==> src/rtl/rs_bank_pkg.sv <==
// Shared types and helpers for the set/reset switch bank: command and
// state encodings, simultaneous-request priority codes and small decoders.
package rs_bank_pkg;

  typedef enum logic [1:0] {
    CMD_NONE = 2'd0,
    CMD_SET  = 2'd1,
    CMD_RST  = 2'd2
  } cmd_e;

  typedef enum logic {
    ST_IDLE = 1'b0,
    ST_HOLD = 1'b1
  } state_e;

  localparam int PRIO_RST  = 32'sd0;
  localparam int PRIO_SET  = 32'sd1;
  localparam int PRIO_HOLD = 32'sd2;

  // Turn the detected set/reset requests into one command.
  function automatic cmd_e resolve_cmd(input logic s_req, input logic r_req, input int prio);
    cmd_e cmd;
    cmd = CMD_NONE;
    if (s_req && r_req) begin
      case (prio)
        PRIO_SET:  cmd = CMD_SET;
        PRIO_HOLD: cmd = CMD_NONE;
        default:   cmd = CMD_RST;
      endcase
    end else if (s_req) begin
      cmd = CMD_SET;
    end else if (r_req) begin
      cmd = CMD_RST;
    end else begin
      cmd = CMD_NONE;
    end
    return cmd;
  endfunction

  // True when the command would actually flip the switch.
  function automatic logic changes_q(input cmd_e cmd, input logic q);
    return ((cmd == CMD_SET) && !q) || ((cmd == CMD_RST) && q);
  endfunction

  // Lockout counter width; never below one bit so HOLD_CYCLES=0 still elaborates.
  function automatic int cnt_width(input int hold);
    return (hold > 32'sd0) ? $clog2(hold + 32'sd1) : 32'sd1;
  endfunction

endpackage

==> src/rtl/rs_chan.sv <==
// One switch channel: request edge detection, S/R resolution, lockout FSM
// with down-counter, and a one-deep pending command captured during lockout.
module rs_chan
  import rs_bank_pkg::*;
#(
  parameter int HOLD_CYCLES = 8,
  parameter int SR_PRIO     = 0,
  parameter int EDGE_MODE   = 1
) (
  input  logic clk,
  input  logic reset,
  input  logic s,
  input  logic r,
  input  logic clr_all,
  output logic q,
  output logic q_b,
  output logic busy,
  output logic err_sim
);

  localparam int             CNT_W    = cnt_width(HOLD_CYCLES);
  localparam bit             HOLD_EN  = (HOLD_CYCLES > 32'sd0);
  localparam logic [CNT_W-1:0] CNT_ZERO = {CNT_W{1'b0}};
  localparam logic [CNT_W-1:0] CNT_ONE  = CNT_W'(32'sd1);
  // Loading HOLD_CYCLES-1 makes the lockout span exactly HOLD_CYCLES cycles.
  localparam logic [CNT_W-1:0] CNT_LOAD = HOLD_EN ? CNT_W'(HOLD_CYCLES - 32'sd1) : CNT_ZERO;

  logic             s_d_r;
  logic             r_d_r;
  logic             q_r;
  logic             q_b_r;
  logic             busy_r;
  logic             err_sim_r;
  state_e           state_r;
  logic [CNT_W-1:0] cnt_r;
  cmd_e             pend_r;

  logic             s_req_s;
  logic             r_req_s;
  cmd_e             cmd_s;
  cmd_e             eff_cmd_s;
  state_e           state_nxt_s;
  logic [CNT_W-1:0] cnt_nxt_s;
  cmd_e             pend_nxt_s;
  logic             q_nxt_s;

  // Request detection: rising edge against the registered copy, or raw level.
  always_comb begin
    if (EDGE_MODE != 32'sd0) begin
      s_req_s = s & ~s_d_r;
      r_req_s = r & ~r_d_r;
    end else begin
      s_req_s = s;
      r_req_s = r;
    end
  end

  assign cmd_s = resolve_cmd(s_req_s, r_req_s, SR_PRIO);

  // Next-state logic for the IDLE/HOLD lockout FSM, counter, pending slot and q.
  always_comb begin
    state_nxt_s = state_r;
    cnt_nxt_s   = cnt_r;
    pend_nxt_s  = pend_r;
    q_nxt_s     = q_r;
    eff_cmd_s   = CMD_NONE;
    case (state_r)
      ST_IDLE: begin
        if (changes_q(cmd_s, q_r)) begin
          q_nxt_s = (cmd_s == CMD_SET);
          if (HOLD_EN) begin
            state_nxt_s = ST_HOLD;
            cnt_nxt_s   = CNT_LOAD;
          end else begin
            state_nxt_s = ST_IDLE;
            cnt_nxt_s   = CNT_ZERO;
          end
        end else begin
          state_nxt_s = ST_IDLE;
        end
      end
      ST_HOLD: begin
        if (cnt_r != CNT_ZERO) begin
          cnt_nxt_s = cnt_r - CNT_ONE;
          if (cmd_s != CMD_NONE) begin
            pend_nxt_s = cmd_s;
          end else begin
            pend_nxt_s = pend_r;
          end
        end else begin
          // Last cycle of lockout: a command arriving now is the newest one.
          if (cmd_s != CMD_NONE) begin
            eff_cmd_s = cmd_s;
          end else begin
            eff_cmd_s = pend_r;
          end
          pend_nxt_s = CMD_NONE;
          if (changes_q(eff_cmd_s, q_r)) begin
            q_nxt_s     = (eff_cmd_s == CMD_SET);
            state_nxt_s = ST_HOLD;
            cnt_nxt_s   = CNT_LOAD;
          end else begin
            state_nxt_s = ST_IDLE;
            cnt_nxt_s   = CNT_ZERO;
          end
        end
      end
      default: begin
        state_nxt_s = ST_IDLE;
        cnt_nxt_s   = CNT_ZERO;
        pend_nxt_s  = CMD_NONE;
      end
    endcase
  end

  // State and output registers; reset beats clear, clear beats requests.
  always_ff @(posedge clk) begin
    if (reset) begin
      s_d_r     <= 1'b0;
      r_d_r     <= 1'b0;
      q_r       <= 1'b0;
      q_b_r     <= 1'b1;
      busy_r    <= 1'b0;
      err_sim_r <= 1'b0;
      state_r   <= ST_IDLE;
      cnt_r     <= CNT_ZERO;
      pend_r    <= CMD_NONE;
    end else if (clr_all) begin
      s_d_r     <= s;
      r_d_r     <= r;
      q_r       <= 1'b0;
      q_b_r     <= 1'b1;
      busy_r    <= 1'b0;
      err_sim_r <= 1'b0;
      state_r   <= ST_IDLE;
      cnt_r     <= CNT_ZERO;
      pend_r    <= CMD_NONE;
    end else begin
      s_d_r     <= s;
      r_d_r     <= r;
      q_r       <= q_nxt_s;
      q_b_r     <= ~q_nxt_s;
      busy_r    <= (state_nxt_s == ST_HOLD);
      err_sim_r <= s_req_s & r_req_s;
      state_r   <= state_nxt_s;
      cnt_r     <= cnt_nxt_s;
      pend_r    <= pend_nxt_s;
    end
  end

  assign q       = q_r;
  assign q_b     = q_b_r;
  assign busy    = busy_r;
  assign err_sim = err_sim_r;

endmodule

==> src/rtl/rs_switch_bank.sv <==
// Bank of N_CH independent set/reset switches with lockout; the channels
// share only clk, reset and the emergency clear.
module rs_switch_bank #(
  parameter int N_CH        = 4,
  parameter int HOLD_CYCLES = 8,
  parameter int SR_PRIO     = 0,
  parameter int EDGE_MODE   = 1
) (
  input  logic            clk,
  input  logic            reset,
  input  logic [N_CH-1:0] s,
  input  logic [N_CH-1:0] r,
  input  logic            clr_all,
  output logic [N_CH-1:0] q,
  output logic [N_CH-1:0] q_b,
  output logic [N_CH-1:0] busy,
  output logic [N_CH-1:0] err_sim
);

  for (genvar i = 0; i < N_CH; i++) begin : g_chan
    rs_chan #(
      .HOLD_CYCLES (HOLD_CYCLES),
      .SR_PRIO     (SR_PRIO),
      .EDGE_MODE   (EDGE_MODE)
    ) u_chan (
      .clk     (clk),
      .reset   (reset),
      .s       (s[i]),
      .r       (r[i]),
      .clr_all (clr_all),
      .q       (q[i]),
      .q_b     (q_b[i]),
      .busy    (busy[i]),
      .err_sim (err_sim[i])
    );
  end

endmodule

==> config.mk <==
export PLATFORM = sky130hd
export DESIGN_NAME = rs_switch_bank
export DESIGN_NICKNAME = d
export VERILOG_FILES = /design/src/rtl/rs_bank_pkg.sv /design/src/rtl/rs_chan.sv /design/src/rtl/rs_switch_bank.sv
export SDC_FILE = /design/constraint.sdc
export NUM_CORES = 1
export LEC_CHECK = 0
export CAP_MARGIN = 20
export CORE_MARGIN = 2
export CORE_UTILIZATION = 60
export CTS_BUF_LIST = sky130_fd_sc_hd__clkbuf_4
export DETAILED_ROUTE_END_ITERATION = 12
export PLACE_DENSITY = 0.9
export SYNTH_ARGS = -nofsm -noshare
export SYNTH_HDL_FRONTEND = slang
export SYNTH_SLANG_ARGS = --single-unit
==> constraint.sdc <==
create_clock -name clk -period 3.65 [get_ports clk]
set_input_delay 0.5475 -clock clk [delete_from_list [all_inputs] [get_ports clk]]
set_output_delay 0.5475 -clock clk [all_outputs]
set_load 0.02 [all_outputs]
==> flow_metrics.env <==
export IMPL_setup_ws_ns=1.26
export IMPL_via_count=2000
export IMPL_post_cts_resized=0
export IMPL_cts_setup_buffers=0
export IMPL_tns_ns=0
export IMPL_min_from="g_chan[3].u_chan.cnt_r[3]"
export IMPL_wl_per_cell_um=13.2
export IMPL_drc=0
export IMPL_overflow=0
export IMPL_path_cells="clkdlybuf4s50_1"
export IMPL_place_hpwl_um=3200
export IMPL_yosys_top_cells_area="dfxtp_1 38%, buf_4 5.7%, nor2b_1 5.2%"
export IMPL_num_rows=23
export IMPL_ys_flop_type="dfxtp_1"
export IMPL_ys_seq_area_frac=0.383
export IMPL_max_cap_violations=0
export IMPL_netlist_instances=294
export IMPL_cts_max_level=2
export IMPL_tightest_slew_ns=0.705
export IMPL_p_leak_nw=1.02
export IMPL_synth_edf_count=0
export IMPL_status="finished, final reports clean"
export IMPL_die_x_um=68.7
export IMPL_clk_path_buf_depth=2
export IMPL_slowest_stage="dfxtp_1"
export IMPL_grt_pass1_wl_um=7910
export IMPL_period_share=0.655
export IMPL_syn_mean_instance_area_um2=8.54
export IMPL_startpoint="g_chan[1].u_chan.busy"
export IMPL_yosys_warnings=0
export IMPL_die_h_um=68.7
export IMPL_fin_skew_ns=0.00915
export IMPL_clock_sinks=48
export IMPL_synth_most_common_cell="dfxtp_1"
export IMPL_drv_slew=0
export IMPL_layout_drive_gt1_share=0.0875
export IMPL_synth_top_cell_area_share=0.383
export IMPL_area_growth_pct=9.07
export IMPL_gp_congestion=0.859
export IMPL_fp_coreArea_um2=4000
export IMPL_fmax_ghz=0.419
export IMPL_yosysTopAreaCell="dfxtp_1"
export IMPL_die_area_um2=4720
export IMPL_drt_iter0_markers=159
export IMPL_cp_data_arrival_time_ns=1.84
export IMPL_max_slew_margin_rel=0.529
export IMPL_r2r_start="g_chan[3].u_chan.cnt_r[0]"
export IMPL_synth_commonest_cells="48 x dfxtp_1, 21 x nand2_1, 21 x nor2b_1, 20 x a21oi_1, 20 x nor2_1"
export IMPL_cpLargestDelayFamily="flip-flops"
export IMPL_num_antenna_cells=0
export IMPL_initial_core_util=0.627
export IMPL_ys_types=54
export IMPL_ir_worst_vdd_uv=297
export IMPL_antenna_found_initial=0
export IMPL_crit_fanout=18
export IMPL_start_kind="flop"
export IMPL_first_global_vias=1856
export IMPL_worstPathRequired_ns=3.10
export IMPL_cts_root_buf="clkbuf_4"
export IMPL_path_buf_inv=1
export IMPL_io_pin_count=27
export IMPL_rsz0062_at_grt="false"
export IMPL_worst_setup_path_type="reg2out"
export IMPL_viasPerCell=5.76
export IMPL_p_per_area_nw_per_um2=407
export IMPL_routed_wl_um=4560
export IMPL_ant_nets=0
export IMPL_synth_seq_cells=48
export IMPL_crit_path_end_kind="output port"
export IMPL_cts_hold_buf=0
export IMPL_port_buffers=26
export IMPL_async_flop_share=0
export IMPL_nFillCells=330
export IMPL_clock_latency_ns=0.37
export IMPL_cts_tree="built"
export IMPL_grt_start_max_net_pins=25
export IMPL_hold_class="reg2reg"
export IMPL_hold_violations=0
export IMPL_slowest_delay_ns=0.75
export IMPL_period_needed_ns=2.39
export IMPL_fin_nets=312
export IMPL_drt_pass1_iterations=4
export IMPL_numCtsBuffers=5
export IMPL_grt_total_usage=0.226
export IMPL_setup_viol=0
export IMPL_synth_area_um2=2510
export IMPL_path_clk_slew_ns=0.14
export IMPL_post_place_ws_ns=1.18
export IMPL_syn_num_nets=309
report_power, final:
part | internal, mW | leakage [nW] | switching, mW
registers | 0.543 | 0.392 | 0.0208
logic | 0.0768 | 0.572 | 0.0946
clock network | 0.210 | 0.0513 | 0.170
total | 0.829 | 1.02 | 0.286
flip-flops by register name, summed over array words and instances (netlist names), named ones only:
signal                 cells
g_chan.u_chan.busy         4
g_chan.u_chan.cnt_r       16
g_chan.u_chan.err_sim      4
g_chan.u_chan.pend_r       8
g_chan.u_chan.q_b          4
g_chan.u_chan.r_d_r        4
g_chan.u_chan.s_d_r        4
through the flow:
stage / power [mW] / instances / utilization / area (um2) / hold slack, ns
6_report: 1.12 / 347 / 0.684 / 2740 / 0.533
5_1_grt: 1.17 / 347 / 0.684 / 2740 / 0.553
4_1_cts: 1.12 / 347 / 0.684 / 2740 / 0.529
3_5_place_dp: 0.745 / 340 / 0.660 / 2640 / 0.505
3_3_place_gp: 0.739 / 340 / 0.660 / 2640 / 0.497
2_1_floorplan: 0.710 / 294 / - / 2510 / 0.478
path summary, 6_finish.rpt:
| kind | slack (ns) | endpoint | depth (start not counted) |
|---|---|---|---|
| worst max-delay path | 1.26 | busy[1] | 1 |
| worst max register to register | 1.88 | g_chan[3].u_chan.q_b | 7 |
| worst min register to register | 0.53 | g_chan[3].u_chan.cnt_r[3] | 2 |
| worst min-delay path | 0.53 | g_chan[3].u_chan.cnt_r[3] | 2 |
cells by family (layout without fill, tap and decap cells):
logic type      Yosys count  count (layout)  share of synthesized area
compound gates           82              82                      0.237
xor+xnor                  2               2                    0.00698
fa+ha+maj                 4               4                     0.0199
buf+inv                  45              48                      0.101
flops                    48              48                      0.383
simple gates            113             113                      0.253
layout make-up:
| cell class | instances | area, um2 | area share |
|---|---|---|---|
| clock buffers | 5 | 37.5 | 0.0137 |
| flip-flops and latches | 48 | 961 | 0.351 |
| multi-input cells | 201 | 1300 | 0.473 |
| inverters | 14 | 52.6 | 0.0192 |
| well taps | 50 | 62.6 | 0.0229 |
| clock inverters | 2 | 60.1 | 0.0219 |
| repair buffers | 27 | 268 | 0.0978 |
metal layers:
layer  share of wire  vias to the layer above  track usage  routed length (um)
met5               0                        -            0                   0
met4           0.019                        0       0.0975                  85
met3           0.057                       10       0.0552                 262
met2            0.48                       52        0.382                2190
met1            0.44                      913        0.270                2020
li1                -                     1025            -                   -
placed cells by master, fill, tap and decap left out, types with 2 or more instances in the layout:
master            n
a211oi_2          3
nor3_1           14
a2bb2oi_1         2
nor2b_1          21
o21ai_0          19
a21bo_2           2
a21oi_1          20
a21o_1            4
inv_1            14
nand3_1           4
a31o_2            2
clkbuf_4          5
nand3b_1          2
nand2_1          21
a41oi_1           2
and4_1            3
ha_1              4
a22oi_1           4
clkdlybuf4s50_1  26
o31ai_1           3
nand2b_1          9
a211oi_1          4
or3b_1            3
o311ai_0          2
bufinv_16         2
o21a_1            4
or3_1             2
dfxtp_1          48
xnor2_1           2
and3_1            3
nor2_1           20
Power figures use the tool's default switching activity.
